### src/rtl/dcache_flush_seq_if.sv
// Flush-sequencer bus: controller flush handshake plus tag/writeback/invalidate ports.
// master = sequencer side, slave = controller/cache side.
interface dcache_flush_seq_if #(
    parameter int NR_SETS = 2048,
    parameter int NR_WAYS = 4
);
    localparam int SET_W = $clog2(NR_SETS);
    localparam int WAY_W = (NR_WAYS > 1) ? $clog2(NR_WAYS) : 1;

    logic               flush_i;
    logic               flush_ack_o;
    logic               busy_o;
    logic               tag_req_o;
    logic               tag_gnt_i;
    logic [SET_W-1:0]   tag_set_o;
    logic [NR_WAYS-1:0] tag_valid_i;
    logic [NR_WAYS-1:0] tag_dirty_i;
    logic               wb_req_o;
    logic [WAY_W-1:0]   wb_way_o;
    logic               wb_done_i;
    logic               inv_req_o;
    logic               inv_gnt_i;
    logic [31:0]        flush_cycles_o;

    modport master (
        input  flush_i, tag_gnt_i, tag_valid_i, tag_dirty_i,
        input  wb_done_i, inv_gnt_i,
        output flush_ack_o, busy_o, tag_req_o, tag_set_o,
        output wb_req_o, wb_way_o, inv_req_o, flush_cycles_o
    );

    modport slave (
        output flush_i, tag_gnt_i, tag_valid_i, tag_dirty_i,
        output wb_done_i, inv_gnt_i,
        input  flush_ack_o, busy_o, tag_req_o, tag_set_o,
        input  wb_req_o, wb_way_o, inv_req_o, flush_cycles_o
    );
endinterface

### src/rtl/dcache_flush_seq.sv
// Write-back dcache flush sequencer: walks all sets, writes back valid dirty
// ways lowest first, invalidates each set, then pulses flush_ack_o.
// Ports: clk_i, rst_ni (async active-low), bus (dcache_flush_seq_if.master).
// Optional: define DCACHE_FLUSH_PERF_CNT_EN for the flush_cycles_o counter.
module dcache_flush_seq #(
    parameter int NR_SETS = 2048,
    parameter int NR_WAYS = 4
) (
    input  logic                 clk_i,
    input  logic                 rst_ni,
    dcache_flush_seq_if.master   bus
);
    localparam int SET_W = $clog2(NR_SETS);
    localparam int WAY_W = (NR_WAYS > 1) ? $clog2(NR_WAYS) : 1;
    localparam logic [SET_W-1:0] LAST_SET = SET_W'(NR_SETS - 1);

    typedef enum logic [2:0] {
        IDLE, TAG_REQ, TAG_RSP, WB, INV, DONE
    } state_e;

    state_e             state_q, state_d;
    logic [SET_W-1:0]   set_q, set_d;
    logic [NR_WAYS-1:0] mask_q, mask_d;
    logic [NR_WAYS-1:0] way_oh;
    logic [WAY_W-1:0]   way_idx;
    logic [NR_WAYS-1:0] hit;

    assign hit = bus.tag_valid_i & bus.tag_dirty_i;

    // Lowest pending dirty way, as one-hot and as index.
    assign way_oh = mask_q & (~mask_q + NR_WAYS'(1));

    always_comb begin
        way_idx = '0;
        for (int i = NR_WAYS - 1; i >= 0; i--) begin
            if (mask_q[i]) way_idx = WAY_W'(i);
        end
    end

    always_comb begin
        state_d = state_q;
        set_d   = set_q;
        mask_d  = mask_q;
        unique case (state_q)
            IDLE: begin
                if (bus.flush_i) begin
                    set_d   = '0;
                    mask_d  = '0;
                    state_d = TAG_REQ;
                end
            end
            TAG_REQ: begin
                if (bus.tag_gnt_i) state_d = TAG_RSP;
            end
            TAG_RSP: begin
                mask_d  = hit;
                state_d = (|hit) ? WB : INV;
            end
            WB: begin
                if (bus.wb_done_i) begin
                    mask_d = mask_q & ~way_oh;
                    if (mask_d == '0) state_d = INV;
                end
            end
            INV: begin
                if (bus.inv_gnt_i) begin
                    if (set_q == LAST_SET) begin
                        state_d = DONE;
                    end else begin
                        set_d   = set_q + SET_W'(1);
                        state_d = TAG_REQ;
                    end
                end
            end
            DONE: state_d = IDLE;
            default: state_d = IDLE;
        endcase
    end

    always_ff @(posedge clk_i or negedge rst_ni) begin
        if (!rst_ni) begin
            state_q <= IDLE;
            set_q   <= '0;
            mask_q  <= '0;
        end else begin
            state_q <= state_d;
            set_q   <= set_d;
            mask_q  <= mask_d;
        end
    end

    // Requests are decoded from the state register only, so a reset
    // drops them asynchronously and grants never feed back combinationally.
    assign bus.busy_o      = (state_q != IDLE);
    assign bus.tag_req_o   = (state_q == TAG_REQ);
    assign bus.wb_req_o    = (state_q == WB);
    assign bus.inv_req_o   = (state_q == INV);
    assign bus.flush_ack_o = (state_q == DONE);
    assign bus.tag_set_o   = set_q;
    assign bus.wb_way_o    = way_idx;

`ifdef DCACHE_FLUSH_PERF_CNT_EN
    logic [31:0] cnt_q, cnt_d;
    logic [31:0] fc_q, fc_d;

    // Counts every busy cycle including the ack cycle; saturates at max.
    always_comb begin
        cnt_d = cnt_q;
        fc_d  = fc_q;
        if (state_q == IDLE) begin
            if (bus.flush_i) cnt_d = '0;
        end else if (cnt_q != '1) begin
            cnt_d = cnt_q + 32'd1;
        end
        if (state_q == DONE) fc_d = cnt_d;
    end

    always_ff @(posedge clk_i or negedge rst_ni) begin
        if (!rst_ni) begin
            cnt_q <= '0;
            fc_q  <= '0;
        end else begin
            cnt_q <= cnt_d;
            fc_q  <= fc_d;
        end
    end

    assign bus.flush_cycles_o = fc_q;
`else
    assign bus.flush_cycles_o = '0;
`endif
endmodule

### src/flat_wrapper.sv
// flat-port wrapper written by rule: the top's interface ports become plain ports
module dcache_flush_seq_flat 
#(
    parameter int NR_SETS = 2048,
    parameter int NR_WAYS = 4
)
  (clk_i, rst_ni, bus_flush_i, bus_tag_gnt_i, bus_tag_valid_i, bus_tag_dirty_i, bus_wb_done_i, bus_inv_gnt_i, bus_flush_ack_o, bus_busy_o, bus_tag_req_o, bus_tag_set_o, bus_wb_req_o, bus_wb_way_o, bus_inv_req_o, bus_flush_cycles_o);
  dcache_flush_seq_if #(.NR_SETS(NR_SETS), .NR_WAYS(NR_WAYS)) bus_i ();
  input  logic clk_i;
  input  logic rst_ni;
  input wire logic [$bits(bus_i.flush_i)-1:0] bus_flush_i;
  input wire logic [$bits(bus_i.tag_gnt_i)-1:0] bus_tag_gnt_i;
  input wire logic [$bits(bus_i.tag_valid_i)-1:0] bus_tag_valid_i;
  input wire logic [$bits(bus_i.tag_dirty_i)-1:0] bus_tag_dirty_i;
  input wire logic [$bits(bus_i.wb_done_i)-1:0] bus_wb_done_i;
  input wire logic [$bits(bus_i.inv_gnt_i)-1:0] bus_inv_gnt_i;
  output wire logic [$bits(bus_i.flush_ack_o)-1:0] bus_flush_ack_o;
  output wire logic [$bits(bus_i.busy_o)-1:0] bus_busy_o;
  output wire logic [$bits(bus_i.tag_req_o)-1:0] bus_tag_req_o;
  output wire logic [$bits(bus_i.tag_set_o)-1:0] bus_tag_set_o;
  output wire logic [$bits(bus_i.wb_req_o)-1:0] bus_wb_req_o;
  output wire logic [$bits(bus_i.wb_way_o)-1:0] bus_wb_way_o;
  output wire logic [$bits(bus_i.inv_req_o)-1:0] bus_inv_req_o;
  output wire logic [$bits(bus_i.flush_cycles_o)-1:0] bus_flush_cycles_o;
  assign bus_i.flush_i = bus_flush_i;
  assign bus_i.tag_gnt_i = bus_tag_gnt_i;
  assign bus_i.tag_valid_i = bus_tag_valid_i;
  assign bus_i.tag_dirty_i = bus_tag_dirty_i;
  assign bus_i.wb_done_i = bus_wb_done_i;
  assign bus_i.inv_gnt_i = bus_inv_gnt_i;
  assign bus_flush_ack_o = bus_i.flush_ack_o;
  assign bus_busy_o = bus_i.busy_o;
  assign bus_tag_req_o = bus_i.tag_req_o;
  assign bus_tag_set_o = bus_i.tag_set_o;
  assign bus_wb_req_o = bus_i.wb_req_o;
  assign bus_wb_way_o = bus_i.wb_way_o;
  assign bus_inv_req_o = bus_i.inv_req_o;
  assign bus_flush_cycles_o = bus_i.flush_cycles_o;
  dcache_flush_seq #(.NR_SETS(NR_SETS), .NR_WAYS(NR_WAYS)) u_core (.clk_i(clk_i), .rst_ni(rst_ni), .bus(bus_i));
endmodule
### config.mk
export PLATFORM = sky130hd
export DESIGN_NAME = dcache_flush_seq_flat
export DESIGN_NICKNAME = d
export VERILOG_FILES = /design/src/rtl/dcache_flush_seq_if.sv /design/src/rtl/dcache_flush_seq.sv /design/src/flat_wrapper.sv
export SDC_FILE = /design/constraint.sdc
export NUM_CORES = 1
export LEC_CHECK = 0
export CAP_MARGIN = 20
export CORE_ASPECT_RATIO = 1.25
export CORE_MARGIN = 1
export CORE_UTILIZATION = 42
export DETAILED_ROUTE_END_ITERATION = 10
export GPL_ROUTABILITY_DRIVEN = 0
export PLACE_DENSITY = 0.81
export SLEW_MARGIN = 40
export SYNTH_ARGS = -nofsm -noshare
export SYNTH_HDL_FRONTEND = slang
export SYNTH_SLANG_ARGS = --single-unit
### constraint.sdc
create_clock -name clk_i -period 2.4 [get_ports clk_i]
set_clock_uncertainty 0.05 [all_clocks]
set_input_delay 0.24 -clock clk_i [delete_from_list [all_inputs] [get_ports clk_i]]
set_output_delay 0.24 -clock clk_i [all_outputs]
set_load 0.05 [all_outputs]
Yosys cells after proc, flatten, opt, wreduce, memory -nomap -nowiden --
Cells that the tools add are included.
Word-level totals: word-level logic and storage cells 50, register bits after elaboration 18
Operators by class: add/subtract/negate cells 2, mux-type cells 19, reduce and logical (&&, ||, !) cells 9, eq/ne operators 12, bitwise logic cells 5
Operator list (count):
- $mux 11 | 3
- $pmux 11 s2 | 1
- $mux 3 | 7
- $pmux 3 s5 | 1
- $and 4x4->4 | 3
- $pmux 4 s3 | 1
- $add 11x1->11 const B | 1
- $eq 11x11->1 const B | 1
- $ne 2x2->1 const B | 5
- $mux 2 | 4
- $mux 4 | 2
- $not 4->4 | 2
- $eq 3x2->1 const B | 2
- $eq 3x3->1 const B | 2
- $reduce_bool 3->1 | 2
- $reduce_and 5->1 | 1
- $add 4x1->4 const B | 1
- $logic_not 4->1 | 1
- $reduce_and 4->1 | 1
- $reduce_or 4->1 | 1
- $eq 3x1->1 const B | 1
- $logic_not 3->1 | 1
- $reduce_and 3->1 | 1
- $ne 2x1->1 const B | 1
- $reduce_bool 2->1 | 1

Logic depth before layout (Yosys ltp) --
depth after elaboration 9, mapped depth 7

Least setup slack after synthesis --
Ideal clock, no wire load.
kind flip-flop to flip-flop, start register u_core.set_q[0] (netlist: u_core.bus.tag_set_o[0]), end register u_core.set_q[6] (netlist: u_core.bus.tag_set_o[6]), path slack 0.113 ns, stages on the path, launching flop included 8, arrival 2.127 ns, clock period less this slack 2.287 ns, path through dfrtp_1 -> ha_1 -> nand3_2 -> or4b_4 -> o211ai_2 -> buf_6 -> o21ai_0 -> o41ai_1
On the way: word-level cells in the longest chain between the ends 4, elaborated cells between the ends (all ways) 7
RTL lines:
- start, declared | RTL line dcache_flush_seq.sv:22 | logic [SET_W-1:0] set_q, set_d;
- start signal, assigned | RTL line dcache_flush_seq.sv:87 | set_q <= set_d;
- $add 11x1->11 | RTL line dcache_flush_seq.sv:70 | set_d = set_q + SET_W'(1);
- $mux 11 | RTL line dcache_flush_seq.sv:67 | if (set_q == LAST_SET) begin
- $mux 11 | RTL line dcache_flush_seq.sv:66 | if (bus.inv_gnt_i) begin
- $pmux 11 s2 | RTL line dcache_flush_seq.sv:44 | unique case (state_q)
Several ways; a longest one is shown, not always the timed one. The select of a mux whose other input is x is not followed. A chain may end at the register's enable or synchronous reset.

Final worst setup path --
start register u_core.set_q[0] (netlist: u_core.bus.tag_set_o[0]), end register u_core.set_q[3] (netlist: u_core.bus.tag_set_o[3])
Same word-level chain as after synthesis.

==> impl_metrics.csv <==
group,metric,value,unit
routing,finalWirelength,2803,um
cts,numCtsBuffers,3,
synthesis,yosysWarnings,0,
floorplanning,rows,23,
cts,hold_buffers,0,
synthesis,seq_area_frac_synth,32.03,%
synthesis,synth_top_family_by_area,"simple AND/OR/NAND/NOR gates",
floorplanning,pin_count,64,
setup_path,r2r_cells,6,
floorplanning,fp.coreArea,3194,sq um
synthesis,synth_compound_area_share,20.28,%
setup_path,critPathArrivalTime,2.28,ns
routing,drc,0,
layout,diodes,0,
timing,clock.fmax,461.1,MHz
synthesis,synth_mux_area_share,0,%
cts,clk_latency,0.25,ns
pwr,vdd_drop_max,783.8,uV
layout,final_common_cell,"conb_1",
cts,clkSlewWorstSetupHoldPaths,0.06,ns
layout,area_delta_synth_final,17.70,%
global_routing,grt_antenna_before_repair,0,
global_routing,grt.total_usage,17.71,%
synthesis,synth_area,1406,sq um
routing,drtAntennaViolNets,0,
cts,post-cts-setup-buffers,0,
setup_path,path_class,"register to register",
pwr,power.density,1015,nW/um^2
cts,cts_max_level,1,
cts,clockBufferDepth,2,
synthesis,synthXorXnorAreaFrac,0,%
placement,io_buffer_count,31,
placement,place_inst,233,
pwr,p_leak,0.7271,nW
routing,via_per_inst,5.139,
timing,setup_viol,0,
routing,vias,1218,
timing,timing.final.crit_share,90.36,%
synthesis,syn_inst,171,
global_routing,grt_pass1_vias,1077,
synthesis,synth_seq_cells,18,
timing,fin_tns_setup,0,ns
synthesis,synth_area_per_cell,8.224,sq um
timing,hold_viol,0,
cts,tritoncts,"done",
routing,drtIter0Drc,28,
floorplanning,die_y,66.70,um
layout,nNetsFinal,217,
placement,dp_hpwl,2171,um
status,status,"finished, final reports clean",
setup_path,startpoint_type,"register",
timing,max_slew_margin,66.24,%
global_routing,grt_pass1_wl,4678,um
floorplanning,fp.dieW,53.76,um
setup_path,end_kind,"register",
setup_path,cp_max_fo,11,
routing,dr.pass1.iters,4,
timing,max_slew.worst_pin.slew,0.5049,ns
cts,cts_sinks,18,
floorplanning,initial_utilization,44.03,%
flow_run,drv_cap,0,
pwr,finalPower,1.680,mW
synthesis,synthAdderAreaFrac,0.8897,%
synthesis,synth-simple-area-share,23.75,%
timing,rsz0062_at_grt,"false",
cts,clock-root-buffer,"clkbuf_8",
floorplanning,die_area,3585,sq um
global_routing,gr-total-overflow,0,
synthesis,synth.distinct_cells,46,
routing,wl_per_cell,11.83,um
layout,finalNonFillerCells,237,
layout,layout_common_cells,"conb_1 (32), clkdlybuf4s50_1 (27), o21ai_0 (19)",
timing,slew_violations,0,
layout,nFillCells,298,
cts,cts.repair.resized,0,
layout,drive_above_1_share,9.000,%
global_routing,grt_max_degree,19,
worst_hold_path,hp-class,"input pin to async pin",
timing,layout_min_cycle_time,2.169,ns
setup_path,crit_required,2.51,ns
## report_power, final
part | leakage, nW | internal (mW) | total [mW] | switching, mW
combinational | 0.461 | 0.330 | 0.996 | 0.666
sequential | 0.244 | 0.367 | 0.479 | 0.112
clock | 0.0216 | 0.111 | 0.206 | 0.0942
## kinds of logic (layout without fill, tap and decap cells)
kind of cell | Yosys count | after routing
simple gates | 59 | 59
compound gates | 44 | 44
flops | 18 | 18
fa+ha+maj | 1 | 1
other cells | 1 | 32
buf+inv | 48 | 46
## flip-flops by register name, summed over array words and instances, names as in the netlist
name	flops
u_core.state_q	3
u_core.mask_q	4
u_core.bus.tag_set_o	11
## metrics by stage
step / hold WS [ns] / worst slack (ns) / utilization, % / cell area [sq um]
after floorplan: -0.1056 / 0.1125 / - / 1523
after global placement: 0.4928 / 0.2980 / 50.37 / 1609
after detailed placement: 0.4939 / 0.2419 / 50.37 / 1609
after CTS: 0.4412 / 0.2284 / 51.66 / 1650
after global routing: 0.4526 / 0.02731 / 51.82 / 1655
final: 0.4040 / 0.2314 / 51.82 / 1655
## critical path: stages, from the launching register on
cell and delay [ns]:
dfrtp_1 0.41, ha_1 0.23, nand3_2 0.15, or4b_4 0.57, o211ai_2 0.40, o21ai_0 0.16, o31ai_1 0.09
## routing by layer
layer / track usage, % / routed length, um / part of all wire [%]
met1: 20.06 / 1177 / 42
met2: 31.02 / 1433 / 51
met3: 3.425 / 155 / 5.5
met4: 7.566 / 36 / 1.3
met5: 0 / 0 / 0
## Yosys cell counts (all sizes together)
cell type / number / area (sq um)
o21a: 1 / 7.510
or2: 2 / 12.51
a21oi: 6 / 33.78
and4: 1 / 8.760
o22ai: 4 / 31.28
or4b: 2 / 23.77
nor3: 3 / 15.01
dfrtp: 18 / 450.4
nand4: 2 / 12.51
and3: 2 / 12.51
o31ai: 1 / 7.510
or3: 1 / 6.260
a211o: 1 / 8.760
a32oi: 1 / 8.760
nand2b: 5 / 31.28
inv: 10 / 37.54
nand2: 17 / 63.81
or4: 1 / 7.510
ha: 1 / 12.51
conb: 1 / 3.750
o211ai: 1 / 12.51
a22o: 2 / 17.52
nor3b: 2 / 15.01
nand3b: 1 / 7.510
buf: 35 / 270.3
a41oi: 2 / 17.52
o21ai: 20 / 100.1
nor4: 1 / 6.260
and2: 1 / 6.260
clkbuf: 3 / 12.51
a31oi: 2 / 12.51
nor2b: 2 / 12.51
nor2: 10 / 37.54
or3b: 2 / 17.52
o41ai: 2 / 17.52
nand3: 4 / 37.54
a41o: 1 / 10.01
## worst paths after layout
| path | slack, ns | start | end |
|---|---|---|---|
| max | 0.23 | u_core.bus.tag_set_o[0] | u_core.bus.tag_set_o[3] |
| min | 0.40 | rst_ni | u_core.state_q[0] |
| max reg2reg | 0.23 | u_core.bus.tag_set_o[0] | u_core.bus.tag_set_o[3] |
| min reg2reg | 0.50 | u_core.bus.tag_set_o[6] | u_core.bus.tag_set_o[6] |
| max in group asynchronous | 1.60 | rst_ni | u_core.bus.tag_set_o[1] |
| min in group clk_i | 0.50 | u_core.bus.tag_set_o[6] | u_core.bus.tag_set_o[6] |
## area by class of cell
| cell class | instances | area, sq um | area share [%] |
|---|---|---|---|
| flip-flops and latches | 18 | 450.4 | 27.21 |
| repair buffers | 33 | 327.8 | 19.80 |
| multi-input cells | 136 | 752.0 | 45.43 |
| well taps | 37 | 46.29 | 2.797 |
| inverters | 10 | 37.54 | 2.268 |
| clock buffers | 3 | 41.29 | 2.494 |
Power figures use the tool's default switching activity.
